<file path="src/rtl/gfx_rom_arbiter.sv">
// rtl/gfx_rom_arbiter.sv - shares the two graphics-ROM SDRAM slots between the four GP9001 fetchers
// Arbitrates, latches the winning address, runs the CS/OK handshake and aborts stalled fetches.
`timescale 1ns/1ps
module gfx_rom_arbiter #(
  parameter int TIMEOUT     = 255,
  parameter bit SPRITE_PRIO = 1'b1
) (
  input  logic        CLK96,
  input  logic        RESET96,
  input  logic [3:0]  REQ_CS,
  input  logic [3:0]  REQ_HALF,
  input  logic [87:0] REQ_ADDR,
  output logic [3:0]  REQ_OK,
  output logic [31:0] REQ_DATA,
  output logic        TIMEOUT_ERR,
  output logic        BUSY,
  output logic [1:0]  GFX_CS,
  input  logic [1:0]  GFX_OK,
  output logic [21:0] GFX0_ADDR,
  input  logic [31:0] GFX0_DOUT,
  output logic [21:0] GFX1_ADDR,
  input  logic [31:0] GFX1_DOUT
);

  typedef enum logic [1:0] {IDLE, WAIT, ACK} state_t;

  localparam logic [9:0] TMO = 10'(TIMEOUT);

  state_t      state, state_nxt;
  logic [1:0]  ptr, ptr_nxt;
  logic [1:0]  gnt, gnt_nxt;
  logic        half, half_nxt;
  logic [9:0]  cnt, cnt_nxt;
  logic [1:0]  cs_nxt;
  logic [21:0] a0_nxt, a1_nxt;
  logic [3:0]  ok_nxt;
  logic [31:0] data_nxt;
  logic        err_nxt;

  logic [1:0]  win;
  logic [21:0] req_addr_w [4];
  logic        ok_sel;
  logic [31:0] dout_sel;

  always_comb begin
    for (int i = 0; i < 4; i++) begin
      req_addr_w[i] = REQ_ADDR[22*i +: 22];
    end
  end

  // Scan from farthest to nearest so the requester right after ptr overrides the rest.
  always_comb begin
    win = ptr;
    for (int i = 4; i >= 1; i--) begin
      if (REQ_CS[ptr + 2'(i)]) win = ptr + 2'(i);
    end
    if (SPRITE_PRIO && REQ_CS[0]) win = 2'd0;
  end

  assign ok_sel   = half ? GFX_OK[1] : GFX_OK[0];
  assign dout_sel = half ? GFX1_DOUT : GFX0_DOUT;
  assign BUSY     = (state != IDLE);

  always_comb begin
    state_nxt = state;
    ptr_nxt   = ptr;
    gnt_nxt   = gnt;
    half_nxt  = half;
    cnt_nxt   = cnt;
    cs_nxt    = GFX_CS;
    a0_nxt    = GFX0_ADDR;
    a1_nxt    = GFX1_ADDR;
    ok_nxt    = 4'b0000;
    data_nxt  = REQ_DATA;
    err_nxt   = 1'b0;
    case (state)
      IDLE: begin
        if (|REQ_CS) begin
          gnt_nxt  = win;
          ptr_nxt  = win;
          half_nxt = REQ_HALF[win];
          cnt_nxt  = 10'd0;
          cs_nxt   = REQ_HALF[win] ? 2'b10 : 2'b01;
          if (REQ_HALF[win]) a1_nxt = req_addr_w[win];
          else               a0_nxt = req_addr_w[win];
          state_nxt = WAIT;
        end
      end
      WAIT: begin
        // cnt==0 is the first WAIT cycle; an OK there may be left over from the previous fetch.
        if (cnt != 10'd0 && ok_sel) begin
          data_nxt    = dout_sel;
          ok_nxt[gnt] = 1'b1;
          cs_nxt      = 2'b00;
          state_nxt   = ACK;
        end else if (cnt == TMO) begin
          data_nxt    = 32'd0;
          ok_nxt[gnt] = 1'b1;
          err_nxt     = 1'b1;
          cs_nxt      = 2'b00;
          state_nxt   = ACK;
        end else if (cnt != 10'h3FF) begin
          cnt_nxt = cnt + 10'd1;
        end
      end
      ACK: begin
        state_nxt = IDLE;
      end
      default: begin
        state_nxt = IDLE;
      end
    endcase
  end

  always_ff @(posedge CLK96 or posedge RESET96) begin
    if (RESET96) begin
      state       <= IDLE;
      ptr         <= 2'd3;
      gnt         <= 2'd0;
      half        <= 1'b0;
      cnt         <= 10'd0;
      GFX_CS      <= 2'b00;
      GFX0_ADDR   <= 22'd0;
      GFX1_ADDR   <= 22'd0;
      REQ_OK      <= 4'b0000;
      REQ_DATA    <= 32'd0;
      TIMEOUT_ERR <= 1'b0;
    end else begin
      state       <= state_nxt;
      ptr         <= ptr_nxt;
      gnt         <= gnt_nxt;
      half        <= half_nxt;
      cnt         <= cnt_nxt;
      GFX_CS      <= cs_nxt;
      GFX0_ADDR   <= a0_nxt;
      GFX1_ADDR   <= a1_nxt;
      REQ_OK      <= ok_nxt;
      REQ_DATA    <= data_nxt;
      TIMEOUT_ERR <= err_nxt;
    end
  end

endmodule

</file>
<file path="config.mk">
export PLATFORM = sky130hd
export DESIGN_NAME = gfx_rom_arbiter
export DESIGN_NICKNAME = d
export VERILOG_FILES = /design/src/rtl/gfx_rom_arbiter.sv
export SDC_FILE = /design/constraint.sdc
export NUM_CORES = 1
export LEC_CHECK = 0
export ABC_AREA = 1
export CORE_MARGIN = 2
export CORE_UTILIZATION = 47
export DETAILED_ROUTE_END_ITERATION = 6
export PLACE_DENSITY = 0.87
export SYNTH_ARGS = -nofsm -noshare
export SYNTH_HDL_FRONTEND = slang
export SYNTH_SLANG_ARGS = --single-unit
export TNS_END_PERCENT = 100
</file>
<file path="constraint.sdc">
create_clock -name CLK96 -period 9.1 [get_ports CLK96]
set_clock_uncertainty 0.15 [all_clocks]
set_input_delay 1.82 -clock CLK96 [delete_from_list [all_inputs] [get_ports CLK96]]
set_output_delay 1.82 -clock CLK96 [all_outputs]
set_load 0.01 [all_outputs]
</file>
==> results_tabular.tex, run 1 <==
\begin{tabular}{lr}
\hline
Metric & Value \\
\hline
\multicolumn{2}{l}{\textbf{Min path}} \\
\quad Number of cells on the worst hold path & 1 \\
\quad Hold Path End & REQ\_OK[0] \\
\quad Hold Path Origin & gnt[0] \\
\quad Worst Hold Class & reg2reg \\
\multicolumn{2}{l}{\textbf{Routing}} \\
\quad Total wire length & 17400 µm \\
\quad Detailed-routed wire length on met3 & 1830 µm \\
\quad Max layer used & met4 \\
\quad WL met1 & 6670 µm \\
\quad Vias per Instance & 5.16 \\
\quad Met2 Routed Length & 8520 µm \\
\quad DRC & 0 \\
\quad Number of violations reported at the end of detailed-routing iteration 0 & approximately 380 \\
\quad Post-DRT Antenna Nets & 0 \\
\quad DRT Pass-1 Iters & 5 \\
\quad Post-detailed-route wirelength per cell & approximately 15 µm \\
\quad Overall via count from detail\_route & roughly 6000 \\
\multicolumn{2}{l}{\textbf{Die}} \\
\quad \# IOs & 248 \\
\quad Width of the die & roughly 120 µm \\
\quad Core area & 12100 µm² \\
\quad Effective utilization at floorplan & 48.4\% \\
\quad Vertical die dimension & about 120 µm \\
\quad Area enclosed by the die boundary & roughly 13000 µm² \\
\quad Number of placement rows & 40 \\
\multicolumn{2}{l}{\textbf{Setup path}} \\
\quad Sum of buffers and inverters on the critical path & 1 \\
\quad Data arrival time of the critical path & 5.40 ns \\
\quad CP peak stage delay & 0.95 ns \\
\quad Startpoint type of the worst setup path & primary input \\
\quad Flop2flop setup slack & 5.04 ns \\
\quad Data required time at the worst endpoint & 9.17 ns \\
\quad WS Path Type & in2reg \\
\quad Cell class contributing the biggest share of worst-path delay & simple AND/OR/NAND/NOR gates \\
\quad Start of the worst register-to-register path & ptr[0] \\
\quad Critical Path, Cell by Cell & clkdlybuf4s50\_1, nand2\_1, o21ai\_1, nand2\_1, nand2\_1, nand2\_2, nand3\_2, nand3\_2, nand2\_1, nand3\_1, nand3\_2, nand2\_1, nand2\_1 \\
\quad Endpoint kind of the worst setup timing path & flip-flop \\
\quad Maximum fanout count along the critical path & just under 50 \\
\quad Depth of the worst register-to-register path & 13 \\
\quad Critical Path Most Common Cell & nand2\_1 \\
\quad Worst R2R End & GFX1\_ADDR[9] \\
\quad Critical-path cell with the highest stage delay & nand3\_2 \\
\multicolumn{2}{l}{\textbf{Finish}} \\
\quad Number of fill cells in the layout & 978 \\
\quad Final Net Count & 1162 \\
\quad Layout area overhead & 46.5\% \\
\quad Post-route core utilization & 70.8\% \\
\quad N\_diodes & 0 \\
\quad Most common cell after layout, fill and taps aside & clkdlybuf4s50\_1 \\
\quad Combined area of the multi-input logic cells & 2620 µm² \\
\quad Commonest cells after routing, fill and taps aside & 247 x clkdlybuf4s50\_1, 238 x nand2\_1, 111 x inv\_1, 102 x nand3\_1, 97 x dfrtp\_1 \\
\quad Fraction of layout cells with a size suffix above 1 & roughly 4.2\% \\
\quad FF+latch area & 2510 µm² \\
\multicolumn{2}{l}{\textbf{Logic synthesis}} \\
\quad Predominant post-synthesis flop cell & dfrtp\_1 \\
\quad Post-synthesis cell count & around 790 \\
\quad Total nets after synthesis & 952 \\
\quad Sequential element share of the synthesized area & 42.8\% \\
\quad Number of warning messages in the yosys log & 0 \\
\quad Cell Area, Synth & 5860 µm² \\
\quad Post-synthesis area per instance & roughly 7.5 µm² \\
\quad Distinct cells, synth & 33 \\
\quad Post-synthesis register bit count & 100 \\
\quad Number of enable flip-flop cells after synthesis & 0 \\
\quad Async SR Flop Fraction & 100\% \\
\multicolumn{2}{l}{\textbf{CTS}} \\
\quad Largest buffer count on any clock path & 2 \\
\quad Clk\_lat worst skew & 0.34 ns \\
\quad Post-CTS clock slew at the launch and capture registers of the worst setup and hold paths & 0.06 ns \\
\quad Number of instances resized during post-cts repair & 0 \\
\quad Total CTS buffers & 9 \\
\quad CTS tree & yes \\
\quad Total clock sinks & 100 \\
\quad Hold-fix buffers, CTS & 0 \\
\quad Clock root buffer & clkbuf\_16 \\
\quad Number of levels in the clock H-tree & 3 \\
\quad Post-CTS setup buffers & 0 \\
\multicolumn{2}{l}{\textbf{Timing}} \\
\quad Worst slew margin relative to its limit & 24.0\% \\
\quad FMAX & between 150 and 200 MHz \\
\quad Max Transition Viols Final & 0 \\
\quad Total negative slack & 0 ns \\
\quad Final Hold Vio Count & 0 \\
\quad Measured slew at the worst slew-check pin & 1.14 ns \\
\quad Final critical path time including I/O delays and setup & between 5 and 6 ns \\
\quad Final setup violating endpoints & 0 \\
\quad Portion of the clock cycle consumed by the worst path in the final layout & approximately 59\% \\
\quad Unrepaired setup endpoints after global routing & no \\
\multicolumn{2}{l}{\textbf{Run status}} \\
\quad Run status & finished clean \\
\multicolumn{2}{l}{\textbf{Power and ir drop}} \\
\quad Static leakage & 4.29 nW \\
\quad Worst-case vdd ir drop & 0.140 mV \\
\quad Total power divided by cell area & 309 nW/µm² \\
\multicolumn{2}{l}{\textbf{Job}} \\
\quad Max-capacitance violation count & 0 \\
\multicolumn{2}{l}{\textbf{Global routing}} \\
\quad Overall track demand over capacity in global routing & 26.0\% \\
\quad Pin count of the biggest net entering global routing & a little over 70 \\
\quad Via count of the first global-routing pass & 5722 \\
\quad First-pass GRT wire length & 27400 µm \\
\quad Total congestion overflow & 0 \\
\quad Initial antenna violation count & 0 \\
\multicolumn{2}{l}{\textbf{Placed design}} \\
\quad Port buffer count & 247 \\
\quad Final weighted congestion in routability-driven placement & between 0.9 and 1 \\
\quad Estimated wirelength of the detail-placed design & 13100 µm \\
\hline
\end{tabular}
## synth_stat cells (3+ instances only)
master    instances  area [µm²]
inv_1           112         420
nand2_2           8        50.1
buf_4             7        52.6
dfrtp_1          98        2450
a21oi_1           4        20.0
nand4_1          53         332
buf_2            19        95.1
mux2i_1          32         320
nor2_1           11        41.3
xor2_1            3        26.3
nand3_2           5        50.1
inv_2             4        15.0
o21ai_0          41         205
nand2_1         238         893
buf_6             7        78.8
clkbuf_1         15        56.3
nand3_1         102         510
nor3_1            6        30.0
## report_power, final
group          switching (mW)  internal (mW)
Clock                   0.158          0.240
Sequential              0.153          0.637
Combinational           0.841          0.625
Total                    1.15           1.50
## cell type report
type	instances	area share, %
clock buffers	11	2.71
clock inverters	5	0.904
inverters	117	5.18
multi-input cells	519	30.5
flip-flops and latches	100	29.2
well taps	168	2.45
repair buffers	249	29.0
## cell families after synthesis
family	after synthesis	synth area share, %
buffers and inverters	167	12.5
multiplexers	32	5.47
adder cells (fa/ha/maj)	2	0.427
flip-flops	100	42.8
AND/OR/NAND/NOR	431	33.7
XOR/XNOR	3	0.449
AO/OA/AOI/OAI	51	4.68
## sequential cells by signal, summed over array words and instances, names as in the netlist
name	flops
ptr	2
REQ_DATA	32
GFX1_ADDR	22
TIMEOUT_ERR	1
REQ_OK	4
cnt	10
gnt	2
GFX0_ADDR	22
GFX_CS	2
half	1
state	2
## worst max-delay path by stage
stage | slack (ns) | depth (start not counted) | startpoint | end
after floorplan | 4.51 | 1 | RESET96 | GFX0_ADDR[0]
after global placement | 3.57 | 14 | REQ_CS[0] | GFX1_ADDR[13]
after detailed placement | 3.46 | 14 | REQ_CS[0] | GFX1_ADDR[10]
after CTS | 3.81 | 14 | REQ_CS[0] | GFX1_ADDR[10]
after global routing | 3.30 | 13 | REQ_CS[0] | GFX1_ADDR[12]
final | 3.77 | 13 | REQ_CS[0] | GFX1_ADDR[9]
## stage by stage
stage	cell area [µm²]	setup WS, ns	total power, mW	hold WS [ns]	std cells
after floorplan	5860	4.51	1.69	0.282	786
after global placement	8270	3.57	2.22	0.295	1153
after detailed placement	8270	3.46	2.26	0.305	1153
after CTS	8580	3.81	2.67	0.313	1169
after global routing	8580	3.30	2.87	0.326	1169
final	8580	3.77	2.65	0.314	1169
## routing by layer
metal	vias to the layer above	track usage, %
li1	2949	-
met1	2767	31.7
met2	290	44.7
met3	26	7.22
met4	0	8.89
met5	-	0
Note: power is estimated with default switching activity, not from simulation.
==> run 2, diff against run 1 <==
--- a/config.mk
+++ b/config.mk
@@ -7,9 +7,9 @@
 export LEC_CHECK = 0
 export ABC_AREA = 1
 export CORE_MARGIN = 2
-export CORE_UTILIZATION = 47
+export CORE_UTILIZATION = 39
 export DETAILED_ROUTE_END_ITERATION = 6
-export PLACE_DENSITY = 0.87
+export PLACE_DENSITY = 0.77
 export SYNTH_ARGS = -nofsm -noshare
 export SYNTH_HDL_FRONTEND = slang
 export SYNTH_SLANG_ARGS = --single-unit
==> constraint.sdc (replaced) <==
create_clock -name CLK96 -period 4.74 [get_ports CLK96]
set_clock_uncertainty 0.15 [all_clocks]
set_input_delay 0.948 -clock CLK96 [delete_from_list [all_inputs] [get_ports CLK96]]
set_output_delay 0.948 -clock CLK96 [all_outputs]
set_load 0.01 [all_outputs]
==> run 2 against run 1 <==
Sequential cell count unchanged. Via count down 2.0%. Highest routed layer unchanged. Worst hold slack worse by 0.0025 ns. Non-clock buffer count grew 7. Cell count up 2.0%. Clock power up 100%. Critical path depth unchanged. Sequential share of layout area decreased by 0.32 points. Routed wire length grew 2.0%. Count of clock-buffer cells in the layout is 2 lower. Power rose by 95%.
==> results_tabular.tex, run 2 (synthesis gave the netlist of run 1 again) <==
\begin{tabular}{lr}
\hline
Metric & Value \\
\hline
\multicolumn{2}{l}{\textbf{Placed design}} \\
\quad Placed Cells incl. Taps & 1176 (+2.0\%) \\
\quad Final weighted congestion in routability-driven placement & 0.923 (-2.9\%) \\
\quad Worst-case setup slack after placement & 0.988 ns (-2.47 ns) \\
\quad Estimated wirelength of the detail-placed design & 13500 µm (+3.7\%) \\
\quad Standard cell area after detailed placement & 8340 µm² (+0.88\%) \\
\quad Port buffer count & 247 (unchanged) \\
\multicolumn{2}{l}{\textbf{Routing}} \\
\quad DRC & 0 (unchanged) \\
\quad DRT Pass-1 Iters & 4 (-1) \\
\quad Total wire length & 17700 µm (+2.0\%) \\
\quad Overall via count from detail\_route & 5910 (-2.0\%) \\
\quad Post-DRT Antenna Nets & 0 (unchanged) \\
\quad Vias per Instance & 4.96 (-3.9\%) \\
\quad Post-detailed-route wirelength per cell & 14.9 µm (about the same) \\
\quad Number of violations reported at the end of detailed-routing iteration 0 & 426 (+14\%) \\
\multicolumn{2}{l}{\textbf{Setup path}} \\
\quad CP peak stage delay & 0.57 ns (-0.38 ns) \\
\quad Start of the worst register-to-register path & ptr[0] \\
\quad Critical Path, Cell by Cell & clkdlybuf4s50\_1, nand2\_1, o21ai\_1, nand2\_1, nand2\_1, nand2\_2, nand3\_2, buf\_4, nand4\_1, nand3\_1, nand3\_2, nand2\_1, nand2\_1 \\
\quad Flop2flop setup slack & 1.75 ns (-3.29 ns) \\
\quad Worst R2R End & GFX1\_ADDR[3] \\
\quad Data required time at the worst endpoint & 4.82 ns (-4.35 ns) \\
\quad Endpoint kind of the worst setup timing path & flip-flop \\
\quad Maximum fanout count along the critical path & 48 (-2.0\%) \\
\quad Endpoint of the most critical setup path & GFX1\_ADDR[3] \\
\quad Critical-path cell with the highest stage delay & clkdlybuf4s50\_1 \\
\quad WS Path Type & in2reg \\
\quad Depth of the worst register-to-register path & 14 (+1) \\
\quad Critical Path Most Common Cell & nand2\_1 \\
\quad Data arrival time of the critical path & 3.50 ns (-1.90 ns) \\
\quad Startpoint type of the worst setup path & primary input \\
\quad CP startpoint & REQ\_CS[0] \\
\multicolumn{2}{l}{\textbf{Min path}} \\
\quad Worst Hold Class & reg2reg \\
\multicolumn{2}{l}{\textbf{CTS}} \\
\quad Total CTS buffers & 9 (unchanged) \\
\quad Post-CTS setup buffers & 0 (unchanged) \\
\quad Number of levels in the clock H-tree & 3 (unchanged) \\
\quad CTS tree & yes \\
\quad Clock root buffer & clkbuf\_16 \\
\quad Total clock sinks & 100 (unchanged) \\
\quad Number of instances resized during post-cts repair & 0 (unchanged) \\
\quad Largest buffer count on any clock path & 2 (unchanged) \\
\quad Hold-fix buffers, CTS & 0 (unchanged) \\
\quad Clk\_lat worst skew & 0.34 ns (about the same) \\
\quad Post-CTS clock slew at the launch and capture registers of the worst setup and hold paths & 0.07 ns (about the same) \\
\multicolumn{2}{l}{\textbf{Finish}} \\
\quad Commonest cells after routing, fill and taps aside & 247 x clkdlybuf4s50\_1, 238 x nand2\_1, 111 x inv\_1, 102 x nand3\_1, 97 x dfrtp\_1 \\
\quad Most flops, register & REQ\_DATA \\
\quad N\_diodes & 0 (unchanged) \\
\quad Largest registers ranked by flip-flop count & REQ\_DATA (32), GFX0\_ADDR (22), GFX1\_ADDR (22) \\
\quad Most common cell after layout, fill and taps aside & clkdlybuf4s50\_1 \\
\quad Number of fill cells in the layout & 1333 (+36\%) \\
\quad Final Net Count & 1169 (+0.60\%) \\
\quad Layout area overhead & 48.1\% \\
\quad Post-route standard cell area excluding fillers & 8670 µm² (+1.1\%) \\
\quad Combined area of the multi-input logic cells & 2620 µm² (unchanged) \\
\quad Number of flip-flops under the largest register name & 32 (unchanged) \\
\quad Non-filler cells in the finished layout & 1192 (+2.0\%) \\
\quad Post-route core utilization & 59.4\% (-11 points) \\
\quad Fraction of layout cells with a size suffix above 1 & 5.06\% (+0.86 points) \\
\quad FF+latch area & 2510 µm² (unchanged) \\
\multicolumn{2}{l}{\textbf{Global routing}} \\
\quad Total congestion overflow & 0 (unchanged) \\
\quad Pin count of the biggest net entering global routing & 73 (+2.8\%) \\
\quad Initial antenna violation count & 0 (unchanged) \\
\quad Via count of the first global-routing pass & 5684 (-0.66\%) \\
\quad First-pass GRT wire length & 28800 µm (+5.0\%) \\
\quad Overall track demand over capacity in global routing & 22.2\% (-3.8 points) \\
\multicolumn{2}{l}{\textbf{Die}} \\
\quad Vertical die dimension & 127 µm (+9.4\%) \\
\quad Number of placement rows & 44 (+10\%) \\
\quad Core area & 14600 µm² (+20\%) \\
\quad Width of the die & 127 µm (+9.4\%) \\
\quad \# IOs & 248 (unchanged) \\
\quad Area enclosed by the die boundary & 16000 µm² (+20\%) \\
\quad Effective utilization at floorplan & 40.1\% (-8.2 points) \\
\multicolumn{2}{l}{\textbf{Run status}} \\
\quad Run status & finished clean \\
\multicolumn{2}{l}{\textbf{Power and ir drop}} \\
\quad Worst-case vdd ir drop & 0.241 mV (+73\%) \\
\quad Static leakage & 4.34 nW (+1.1\%) \\
\quad Power consumption & 5.17 mW (+95\%) \\
\quad Total power divided by cell area & 596 nW/µm² (+93\%) \\
\multicolumn{2}{l}{\textbf{Timing}} \\
\quad Measured slew at the worst slew-check pin & 1.15 ns (+0.00698 ns) \\
\quad Final Hold Vio Count & 0 (unchanged) \\
\quad Total negative slack & 0 ns (unchanged) \\
\quad FMAX & 293 MHz \\
\quad Hold Worst Slack & 0.311 ns (-0.00255 ns) \\
\quad Fin worst setup slack & 1.32 ns (-2.45 ns) \\
\quad Worst slew margin relative to its limit & 23.6\% (-0.47 points) \\
\quad Max Transition Viols Final & 0 (unchanged) \\
\quad Portion of the clock cycle consumed by the worst path in the final layout & about 72\% \\
\quad Final critical path time including I/O delays and setup & 3.42 ns \\
\quad Final setup violating endpoints & 0 (unchanged) \\
\quad Unrepaired setup endpoints after global routing & no \\
\multicolumn{2}{l}{\textbf{Job}} \\
\quad Max-capacitance violation count & 0 (unchanged) \\
\hline
\end{tabular}
## run 2: cell count changes in the layout (fill, tap and decap cells not counted)
cell,delta
buf_4,+7
clkbuf_1,-2
clkinv_2,-2
clkinv_4,+2
inv_6,+2
clkinvlp_4,-1
inv_8,+1
## run 2: worst max-delay path: cells and delay by family
kind	cells	cell delay, ns
and+or+nand+nor	10	1.45
buffers and inverters	2	0.99
AOI/OAI and AO/OA	1	0.10
## run 2: cell type report
class	count	share of cell area, %
multi-input cells	519	30.2
repair buffers	256	29.3
flip-flops and latches	100	28.9
inverters	117	5.12
well taps	184	2.65
clock buffers	9	2.60
clock inverters	7	1.23
## run 2: how the worst min path moves through the flow
stage,startpoint,cells after the start,to
2_1_floorplan,gnt[1],1,REQ_OK[0]
5_1_grt,gnt[0],1,REQ_OK[2]
4_1_cts,gnt[1],1,REQ_OK[0]
3_5_place_dp,gnt[1],1,REQ_OK[0]
6_report,gnt[1],1,REQ_OK[1]
3_3_place_gp,gnt[1],1,REQ_OK[1]
## run 2: power breakdown
group          switching, mW  internal (mW)  total (mW)
logic                   1.68           1.23        2.91
clock network          0.332          0.472       0.804
registers              0.233           1.22        1.46
total                   2.25           2.92        5.17
## run 2: routing by layer
metal	routed length, µm	share of wire, %	vias to the layer above	track usage (%)
met2	8280	47	245	36.6
met4	299	1.7	0	6.40
met1	7340	41	2682	28.1
li1	-	-	2963	-
met3	1840	10	20	7.04
met5	0	0	-	0
==> run 3, diff against run 2 <==
--- a/config.mk
+++ b/config.mk
@@ -7,9 +7,9 @@
 export LEC_CHECK = 0
 export ABC_AREA = 1
 export CORE_MARGIN = 2
-export CORE_UTILIZATION = 39
+export CORE_UTILIZATION = 43
 export DETAILED_ROUTE_END_ITERATION = 6
-export PLACE_DENSITY = 0.77
+export PLACE_DENSITY = 0.81
 export SYNTH_ARGS = -nofsm -noshare
 export SYNTH_HDL_FRONTEND = slang
 export SYNTH_SLANG_ARGS = --single-unit
==> constraint.sdc (replaced) <==
create_clock -name CLK96 -period 3.5 [get_ports CLK96]
set_clock_uncertainty 0.15 [all_clocks]
set_input_delay 0.7 -clock CLK96 [delete_from_list [all_inputs] [get_ports CLK96]]
set_output_delay 0.7 -clock CLK96 [all_outputs]
set_load 0.01 [all_outputs]
==> run 3 against run 2 <==
Design area grew 0.17%. Sequential share of layout area is essentially flat. Clock power grew 19%. Power grew 35%. Sequential cell count is the same. Setup slack lost 0.64 ns. Largest cell class unchanged. Worst hold slack lost 0.0072 ns.
==> results_tabular.tex, run 3 (synthesis gave the netlist of run 1 again) <==
\begin{tabular}{lr}
\hline
Metric & Value \\
\hline
\multicolumn{2}{l}{\textbf{Die}} \\
\quad Number of placement rows & 42 (-4.5\%) \\
\quad Effective utilization at floorplan & 44.1\% (+3.9 points) \\
\quad Core area & 13300 µm² (-8.9\%) \\
\quad Vertical die dimension & 121 µm (-4.6\%) \\
\quad \# IOs & 248 (unchanged) \\
\quad Width of the die & 121 µm (-4.6\%) \\
\quad Area enclosed by the die boundary & 14600 µm² (-9.0\%) \\
\multicolumn{2}{l}{\textbf{CTS}} \\
\quad Post-CTS clock slew at the launch and capture registers of the worst setup and hold paths & 0.06 ns (about the same) \\
\quad Number of levels in the clock H-tree & 3 (unchanged) \\
\quad Largest buffer count on any clock path & 2 (unchanged) \\
\quad Hold-fix buffers, CTS & 0 (unchanged) \\
\quad CTS tree & yes \\
\quad Total clock sinks & 100 (unchanged) \\
\quad Number of instances resized during post-cts repair & 0 (unchanged) \\
\quad Total CTS buffers & 9 (unchanged) \\
\quad Clock root buffer & clkbuf\_16 \\
\quad Post-CTS setup buffers & 0 (unchanged) \\
\quad Clk\_lat worst skew & 0.34 ns (about the same) \\
\multicolumn{2}{l}{\textbf{Power and ir drop}} \\
\quad Total power divided by cell area & 802 nW/µm² (+35\%) \\
\quad Worst-case vdd ir drop & 0.340 mV (+41\%) \\
\quad Static leakage & 4.36 nW (+0.40\%) \\
\multicolumn{2}{l}{\textbf{Finish}} \\
\quad Most common cell after layout, fill and taps aside & clkdlybuf4s50\_1 \\
\quad Final Net Count & 1176 (+0.60\%) \\
\quad Largest registers ranked by flip-flop count & REQ\_DATA (32), GFX0\_ADDR (22), GFX1\_ADDR (22) \\
\quad Number of flip-flops under the largest register name & 32 (unchanged) \\
\quad Commonest cells after routing, fill and taps aside & 247 x clkdlybuf4s50\_1, 238 x nand2\_1, 111 x inv\_1, 102 x nand3\_1, 97 x dfrtp\_1 \\
\quad N\_diodes & 0 (unchanged) \\
\quad Non-filler cells in the finished layout & 1191 (-0.084\%) \\
\quad Layout area overhead & 48.3\% \\
\quad Number of fill cells in the layout & 1193 (-11\%) \\
\quad Most flops, register & REQ\_DATA \\
\quad Fraction of layout cells with a size suffix above 1 & 5.52\% (+0.46 points) \\
\multicolumn{2}{l}{\textbf{Timing}} \\
\quad Fin worst setup slack & 0.679 ns (-0.644 ns) \\
\quad Final setup violating endpoints & 0 (unchanged) \\
\quad Hold Worst Slack & 0.304 ns (-0.00725 ns) \\
\quad Max Transition Viols Final & 0 (unchanged) \\
\quad Unrepaired setup endpoints after global routing & no \\
\quad Worst slew margin relative to its limit & 19.2\% (-4.4 points) \\
\quad Total negative slack & 0 ns (unchanged) \\
\quad FMAX & 355 MHz \\
\quad Final Hold Vio Count & 0 (unchanged) \\
\quad Portion of the clock cycle consumed by the worst path in the final layout & 80.6\% \\
\quad Final critical path time including I/O delays and setup & 2.82 ns \\
\quad Measured slew at the worst slew-check pin & 1.21 ns (+0.0652 ns) \\
\multicolumn{2}{l}{\textbf{Setup path}} \\
\quad Critical Path, Cell by Cell & clkdlybuf4s50\_1, nand2\_1, nand2\_1, nand2\_1, nand2\_1, inv\_1, nand2\_2, nand2\_1, nand2\_2, buf\_4, nand4\_1, nand2\_1, nand2\_1, nand2\_2, nand3\_1, nand2\_1 \\
\quad Startpoint type of the worst setup path & primary input \\
\quad Maximum fanout count along the critical path & 23 (-52\%) \\
\quad Endpoint kind of the worst setup timing path & flip-flop \\
\quad CP peak stage delay & 0.56 ns (about the same) \\
\quad Data required time at the worst endpoint & 3.63 ns (-1.19 ns) \\
\quad Data arrival time of the critical path & 2.95 ns (-0.55 ns) \\
\quad WS Path Type & in2reg \\
\quad Cell class contributing the biggest share of worst-path delay & simple AND/OR/NAND/NOR gates \\
\quad Sum of buffers and inverters on the critical path & 3 (+1) \\
\quad Critical Path Most Common Cell & nand2\_1 \\
\quad Critical-path cell with the highest stage delay & clkdlybuf4s50\_1 \\
\multicolumn{2}{l}{\textbf{Global routing}} \\
\quad Via count of the first global-routing pass & 5830 (+2.6\%) \\
\quad First-pass GRT wire length & 29100 µm (+1.2\%) \\
\quad Initial antenna violation count & 0 (unchanged) \\
\quad Overall track demand over capacity in global routing & 25.4\% (+3.2 points) \\
\quad Pin count of the biggest net entering global routing & 56 (-23\%) \\
\quad Total congestion overflow & 0 (unchanged) \\
\multicolumn{2}{l}{\textbf{Routing}} \\
\quad Number of violations reported at the end of detailed-routing iteration 0 & 389 (-8.7\%) \\
\quad Vias per Instance & 5.06 (+2.1\%) \\
\quad DRT Pass-1 Iters & 5 (+1) \\
\quad Post-DRT Antenna Nets & 0 (unchanged) \\
\quad Total wire length & 18200 µm (+2.3\%) \\
\quad Post-detailed-route wirelength per cell & 15.2 µm (+2.4\%) \\
\quad DRC & 0 (unchanged) \\
\quad Overall via count from detail\_route & 6028 (+2.0\%) \\
\multicolumn{2}{l}{\textbf{Placed design}} \\
\quad Placed Cells incl. Taps & 1175 (-0.085\%) \\
\quad Worst-case setup slack after placement & 0.322 ns (-0.666 ns) \\
\quad Port buffer count & 247 (unchanged) \\
\quad Estimated wirelength of the detail-placed design & 14000 µm (+3.4\%) \\
\quad Final weighted congestion in routability-driven placement & 0.959 (+3.9\%) \\
\multicolumn{2}{l}{\textbf{Run status}} \\
\quad Run status & finished clean \\
\multicolumn{2}{l}{\textbf{Job}} \\
\quad Max-capacitance violation count & 0 (unchanged) \\
\multicolumn{2}{l}{\textbf{Min path}} \\
\quad Worst Hold Class & reg2reg \\
\hline
\end{tabular}
run 3: routing by layer:
layer / vias to the layer above / part of all wire (%) / global-route usage [%] / routed length [µm]
li1: 2983 / - / - / -
met1: 2773 / 40 / 31.0 / 7220
met2: 249 / 48 / 42.0 / 8730
met3: 23 / 10 / 8.40 / 1840
met4: 0 / 2.0 / 9.08 / 357
met5: - / 0 / 0 / 0
run 3: stage by stage:
step	total power [mW]	utilization (%)	cell area, µm²
finish	6.97	65.3	8690
floorplan	4.41	-	5860
global route	7.54	65.3	8690
detailed placement	6.03	63.1	8400
global placement	5.94	63.1	8400
CTS	7.01	65.3	8690
run 3: final cells by class:
cell class / count / area [µm²] / area share, %
Sequential cell: 100 / 2510 / 28.8
Multi-Input combinational cell: 519 / 2620 / 30.2
Clock inverter: 2 / 17.5 / 0.202
Inverter: 117 / 444 / 5.11
Clock buffer: 14 / 274 / 3.15
Timing Repair Buffer: 263 / 2610 / 30.0
Tap cell: 176 / 220 / 2.53
run 3: final timing paths:
path / startpoint / endpoint / slack [ns] / cells past startpoint
worst max-delay path: REQ_CS[0] / GFX1_ADDR[6] / 0.68 / 16
worst min-delay path: gnt[1] / REQ_OK[0] / 0.30 / 1
worst max register to register: cnt[0] / REQ_DATA[25] / 0.83 / 12
worst min register to register: gnt[1] / REQ_OK[0] / 0.30 / 1
max in group asynchronous: RESET96 / ptr[0] / 1.82 / 3
min in group asynchronous: RESET96 / REQ_DATA[8] / 0.62 / 2
run 3: power breakdown:
group	leakage [nW]	switching [mW]	internal, mW
clock	0.143	0.414	0.544
combinational	2.95	2.33	1.71
sequential	1.27	0.308	1.66
total	4.36	3.05	3.92
